===== src/rtl/fa_str_pkg.sv =====
// fa_str_pkg: shared operand type and BIST constants for the fa_str full adder
package fa_str_pkg;
   typedef struct packed {
      logic a;
      logic b;
      logic c;
   } op_t;
   localparam logic [2:0] VEC_LAST = 3'b111;
endpackage


===== src/rtl/fa_str_half_adder.sv =====
// half_adder: gate-level half adder building block
module half_adder (
   input  logic a,
   input  logic b,
   output logic s,
   output logic c
);
   assign s = a ^ b;
   assign c = a & b;
endmodule


===== src/rtl/fa_str.sv =====
// fa_str: structural full adder with registered outputs, behavioural cross-check
// and a built-in 3-bit vector sweep
module fa_str
   import fa_str_pkg::*;
#(
   parameter int CNT_W = 8
) (
   input  logic             clk,
   input  logic             rst,
   input  logic             a,
   input  logic             b,
   input  logic             c_in,
   input  logic             bist_en,
   input  logic             fault_inj,
   output logic             sum,
   output logic             c_out,
   output logic             sum_q,
   output logic             c_out_q,
   output logic             err,
   output logic [CNT_W-1:0] err_cnt,
   output logic [2:0]       bist_vec,
   output logic             bist_done
);
   op_t        op;
   logic       s1, c1, s2, c2;
   logic [1:0] ref_sc;
   logic       mismatch;
   assign op = bist_en ? op_t'(bist_vec) : op_t'({a, b, c_in});
   half_adder u_ha1 (.a(op.a), .b(op.b), .s(s1), .c(c1));
   half_adder u_ha2 (.a(s1), .b(op.c), .s(s2), .c(c2));
   or u_or (c_out, c1, c2);
   assign sum = s2 ^ fault_inj;
   // reference adder is arithmetic so it cannot share a netlist bug with the gates
   assign ref_sc   = 2'(op.a) + 2'(op.b) + 2'(op.c);
   assign mismatch = (sum != ref_sc[0]) || (c_out != ref_sc[1]);
   always_ff @(posedge clk) begin
      if (rst) begin
         sum_q     <= 1'b0;
         c_out_q   <= 1'b0;
         err       <= 1'b0;
         err_cnt   <= '0;
         bist_vec  <= 3'b000;
         bist_done <= 1'b0;
      end else begin
         sum_q   <= sum;
         c_out_q <= c_out;
         err     <= mismatch;
         if (mismatch && err_cnt != '1) err_cnt <= err_cnt + CNT_W'(1);
         if (bist_en) begin
            bist_vec <= bist_vec + 3'd1;
            if (bist_vec == VEC_LAST) bist_done <= 1'b1;
         end
      end
   end
endmodule


===== config.mk =====
export PLATFORM = sky130hd
export DESIGN_NAME = fa_str
export DESIGN_NICKNAME = d
export VERILOG_FILES = /design/src/rtl/fa_str_pkg.sv /design/src/rtl/fa_str_half_adder.sv /design/src/rtl/fa_str.sv
export SDC_FILE = /design/constraint.sdc
export NUM_CORES = 1
export LEC_CHECK = 0
export CORE_ASPECT_RATIO = 0.8
export CORE_UTILIZATION = 33
export DETAILED_ROUTE_END_ITERATION = 6
export GPL_TIMING_DRIVEN = 0
export PLACE_DENSITY = 0.58
export SYNTH_ARGS = -nofsm -noshare
export SYNTH_HDL_FRONTEND = slang
export SYNTH_SLANG_ARGS = --single-unit

===== constraint.sdc =====
create_clock -name clk -period 4.75 [get_ports clk]
set_input_delay 0.475 -clock clk [delete_from_list [all_inputs] [get_ports clk]]
set_output_delay 0.475 -clock clk [all_outputs]
set_load 0.1 [all_outputs]

==> results of run 1 <==
## final cells by class
class / instances / area (sq um) / area share, %
sequential: 15 / 300.3 / 27.18
inverter: 1 / 3.754 / 0.3398
multi-input combinational: 59 / 500.5 / 45.30
buffer: 4 / 22.52 / 2.039
clock buffer: 4 / 26.28 / 2.378
tap: 25 / 31.28 / 2.831
timing repair buffer: 22 / 220.2 / 19.93
## per-stage QoR
step	std cells	area, sq um	utilization (%)	hold slack (ps)	worst slack, ps
3_3_place_gp	126	1079	47.89	449.8	1093
2_1_floorplan	79	827.0	-	546.6	1034
4_1_cts	130	1105	49.06	488.5	1104
3_5_place_dp	126	1079	47.89	464.5	1108
6_report	130	1105	49.06	480.6	1121
5_1_grt	130	1105	49.06	515.0	1005
## cells in the final DEF, fill, tap and decap left out, drive strengths merged, types with 5 or more instances in the layout
cell type,n
a21oi,5
clkbuf,7
clkdlybuf4s50,22
dfxtp,15
mux2,5
nor2,9
nor2b,5
## final timing paths
kind	start	to	slack, ps	depth (start not counted)
max	bist_en	sum	1120	5
min	bist_done	bist_done	480	2
max reg2reg	bist_vec[2]	err_cnt[5]	2290	7
min reg2reg	bist_done	bist_done	480	2
## worst min-delay path, stage by stage, from the launching register on
cell     delay (ps)
dfxtp_1         330
a21oi_1          40
nor2_1           70
## sequential cells by signal (all words and copies together), names as in the netlist
name and flops:
sum_q 1, c_out_q 1, err 1, bist_done 1, bist_vec 3, err_cnt 8
## cells in the mapped netlist, types with 2 or more instances
cell type and number:
nand3_1 2, nand2_1 3, xor2_1 3, nor2_1 9
xnor2_1 2, mux2i_1 3, clkbuf_1 3, nand4_1 2
a21oi_1 5, mux2_2 4, ha_1 3, fa_1 2
dfxtp_1 15, nor2b_1 5
## kinds of logic after synthesis
logic type      count (synthesis)  share of synthesized area, %
flops                          15                         36.31
xor+xnor                        6                         8.321
mux                             8                         10.89
simple gates                   28                         19.67
fa+ha+maj                       5                         9.380
compound gates                 12                         12.25
buf+inv                         5                         3.176
## power breakdown
| group | switching (mW) | total (mW) | internal, mW |
|---|---|---|---|
| logic | 0.191 | 0.270 | 0.0786 |
| clock network | 0.0406 | 0.0732 | 0.0326 |
| registers | 0.0163 | 0.157 | 0.141 |
## routing by layer
metal  vias up  share of wire, %  wire length (um)  global-route usage, %
li1        340                 -                 -                      -
met1       280                52               811                  17.35
met4         0               1.2                19                  5.714
met5         -                 0                 0                      0
met2        21                40               635                  21.84
met3         4               6.6               103                  4.408
==> results.toml, run 1 <==
[critical_path]
setup.worst_path.start_class = "input pin"
worstPathCellList = "clkbuf_1 -> mux2_2 -> fa_1 -> xor2_1 -> clkdlybuf4s50_1"
critPathSlowestCell = "clkdlybuf4s50_1"
crit_fanout = 8
critPathArrivalTime_ps = 3150
path_buf_inv = 2
crit_required_ps = 4280
cp_top_family = "buffers and inverters"
critical_path_class = "input pin to output pin"
slowest_delay_ps = 1150
endpoint_kind = "output pin"

[placement]
hpwl_mm = 1.168
io_buffers = 22
gp_congestion = 0.6852

[sta]
fin_skew_ps = 1.243
post-route-period-util_pct = 76.41
hold_viol_final = 0
rsz0062_at_grt = "false"
worst_pin_slew_ps = 971.3
layout_min_cycle_time_ps = 3629
tns_ps = 0
setup_violations = 0
slew-limit-headroom_pct = 35.05
slew_viol_final = 0
fmaxAchievable_mhz = 275.5

[clocking]
clk_latency_ps = 280
cts_hold_buffers = 0
cts-buffers-inserted = 3
cts_sinks = 15
post_cts_buffers = 0
clk_pin_slew_worst_paths_ps = 90
htreeDepth = 1
cts_resized = 0
cts_buffer_depth = 2
cts_tree = "yes"
root_buffer = "clkbuf_4"

[yosys]
synth-edff-count = 0
yosys-top-cells-area = "dfxtp_1 36%, mux2_2 5.4%, fa_1 4.8%"
ys_types = 32
synth_area_sq_um = 827.0
avgSynthCellArea_sq_um = 10.47
synth_seq_cells = 15
netlist_instances = 79
yosysSeqAreaShare_pct = 36.31
ys_warn_count = 0
netlist.area_leader.share_pct = 36.31
yosysTopAreaCell = "dfxtp_1"
synth_ff_type = "dfxtp_1"
syn-num-nets = 91
async_flop_share_pct = 0

[route]
first_pass_iters = 7
via_count = 645
routed_wl_mm = 1.569
drc = 2
final_antenna_net_count = 0
drt_iter0_markers = 13
vias_per_cell = 4.962
post_drt_wl_per_cell_um = 12.07

[run]
cap_violations = 0

[floorplanning]
num_rows = 15
pin_count = 24
die_w_um = 57.97
initial_core_util_pct = 36.72
die-area_sq_mm = 0.002712
die_y_um = 46.78
coreArea_sq_mm = 0.002252

[final_layout]
nets = 118
layout-drive-gt1-share_pct = 16.19
nFillCells = 215
syn2layout_area_growth_pct = 33.59
antenna_cells = 0

[power_and_ir_drop]
powerDensity_mw_per_mm2 = 452.6
vdd_drop_max_mv = 0.2930
leakage_nw = 0.4137
power_mw = 0.5000

[status]
status = "complete, but fails checks"
violations = "DRC"

[global_routing]
antenna_found_initial = 0
first_global_vias = 620
grt_usage_pct = 13.62
grt-ovfl-total = 0
grt_max_degree = 11
grt_pass1_wl_mm = 2.684

[hold_path]
worstHoldPathType = "register to register"
Note: power is estimated with default switching activity, not from simulation.
==> run 2, diff against run 1 <==
--- a/config.mk
+++ b/config.mk
@@ -9,7 +9,7 @@
 export CORE_UTILIZATION = 33
 export DETAILED_ROUTE_END_ITERATION = 6
 export GPL_TIMING_DRIVEN = 0
-export PLACE_DENSITY = 0.58
+export PLACE_DENSITY = 0.6
 export SYNTH_ARGS = -nofsm -noshare
 export SYNTH_HDL_FRONTEND = slang
 export SYNTH_SLANG_ARGS = --single-unit
==> constraint.sdc (replaced) <==
create_clock -name clk -period 3 [get_ports clk]
set_input_delay 0.3 -clock clk [delete_from_list [all_inputs] [get_ports clk]]
set_output_delay 0.3 -clock clk [all_outputs]
set_load 0.1 [all_outputs]
==> results.toml, run 2 (same netlist as run 1, synthesis figures left out) <==
[final_layout]
largest_reg_flops = 8
seq_area_sq_um = 301.5
multi_input_area_sq_um = 521.8
final_cell_mix = "21 x clkdlybuf4s50_1, 14 x dfxtp_1, 9 x nor2_1"
layout_commonest_cell = "clkdlybuf4s50_1"
largest_register = "err_cnt"
antenna_cells = 0
reg_top3 = "err_cnt: 8 flops, bist_vec: 3 flops"
post-route-util_pct = 50.11
nFillCells = 227
syn2layout_area_growth_pct = 36.46
layout-drive-gt1-share_pct = 20.00
nets = 118

[clocking]
cts_buffer_depth = 2
cts_tree = "yes"
htreeDepth = 1
cts-buffers-inserted = 3
cts_hold_buffers = 0
root_buffer = "clkbuf_4"
post_cts_buffers = 0
cts_sinks = 15
clk_pin_slew_worst_paths_ps = 90
clk_latency_ps = 280

[floorplanning]
initial_core_util_pct = 36.72
num_rows = 15
die_y_um = 46.78
die_w_um = 57.97
die-area_sq_mm = 0.002712
pin_count = 24
coreArea_sq_mm = 0.002252

[global_routing]
grt_max_degree = 11
grt-ovfl-total = 0
antenna_found_initial = 0
grt_pass1_wl_mm = 2.760
grt_usage_pct = 14.16
first_global_vias = 614

[power_and_ir_drop]
p_comb_share_pct = 54.1
vdd_drop_max_mv = 0.6148
leakage_nw = 0.4167
p_int_mw = 0.4035
power_mw = 0.8023
seq_power_share_pct = 31.3
powerDensity_mw_per_mm2 = 710.9
swShare_pct = 49.71
clockPowerShare_pct = 14.7
power.switching_mw = 0.3988

[placement]
gp_congestion = 0.7208
dpl_worst_slack_ps = -341.2
io_buffers = 22
hpwl_mm = 1.213

[hold_path]
worstHoldPathType = "input pin to register"
min_from = "bist_en"
holdPathStages = 3
timing.hold.worst_endpoint = "bist_done"

[route]
vias_per_cell = 5.092
routed_wl_mm = 1.669
drt_iter0_markers = 19
first_pass_iters = 6
final_antenna_net_count = 0
drc = 2
post_drt_wl_per_cell_um = 12.84
via_count = 662

[critical_path]
critical_path_class = "input pin to output pin"
endpoint_kind = "output pin"
setup.worst_path.start_class = "input pin"
r2r-end = "err_cnt[5]"
crit_required_ps = 2700
crit_fanout = 8
r2r_start = "bist_vec[2]"
ff2ff_path_depth = 7
ff2ff_setup_slack_ps = 530
critPathArrivalTime_ps = 2480

[sta]
worst_pin_slew_ps = 970.2
slew_viol_final = 0
hold_viol_final = 0
fmaxAchievable_mhz = 359.3
setup_violations = 0
layout_min_cycle_time_ps = 2783
post-route-period-util_pct = 92.77
rsz0062_at_grt = "false"
fin_hold_ws_ps = 495.0
slew-limit-headroom_pct = 35.12
fin_skew_ps = 6.453
timing.final.ws_setup_ps = 217.0

[status]
violations = "DRC"
status = "complete, but fails checks"

[run]
cap_violations = 0
[run 2: changes by cell type in the layout (fill, tap and decap cells not counted), sizes merged]
cell	previous run	this run
clkdlybuf4s15	0	1
clkdlybuf4s50	22	21
[run 2: power by group through the flow]
stage               clock network [mW]  logic (mW)  registers [mW]
floorplan                            0       0.182           0.420
global placement                     0       0.433           0.253
detailed placement                   0       0.437           0.254
CTS                              0.125       0.437           0.251
global route                     0.135       0.457           0.254
finish                           0.118       0.434           0.251
[run 2: layout make-up]
cell class                 count  share of cell area, %
timing repair buffer          22                  19.62
multi-input combinational     59                  46.23
inverter                       1                 0.3326
tap                           25                  2.772
sequential                    15                  26.72
buffer                         4                  1.996
clock buffer                   4                  2.328
[run 2: worst max-delay path by stage]
| stage | startpoint | end | slack (ps) |
|---|---|---|---|
| after floorplan | bist_vec[2] | err_cnt[5] | 3 |
| after global placement | bist_en | sum | -320 |
| after detailed placement | bist_en | sum | -340 |
| after CTS | bist_en | c_out | 200 |
| after global routing | bist_en | c_out | 120 |
| final | bist_en | c_out | 220 |
[run 2: worst max-delay path: stages]
cell,delay [ps]
clkbuf_1,340
mux2_2,440
fa_2,420
clkdlybuf4s50_1,980
[run 2: per-stage QoR]
step / instance area [sq um] / setup TNS, ps / instances
after global placement: 1101 / -323.4 / 126
after CTS: 1129 / 0 / 130
after detailed placement: 1101 / -341.2 / 126
after global routing: 1129 / 0 / 130
final: 1129 / 0 / 130
after floorplan: 849.6 / 0 / 79
[run 2: metal layers]
layer | up-vias | track usage (%) | wire [um]
met5 | - | 0 | 0
met4 | 0 | 4.286 | 12
met3 | 2 | 6.336 | 101
met2 | 16 | 22.76 | 732
met1 | 308 | 17.49 | 822
li1 | 336 | - | -
[run 2: what timing repair did]
item / CTS / global route
setup endpoints to repair: 1 / 0
resized for setup: 3 / 0
hold endpoints to repair: 0 / 0
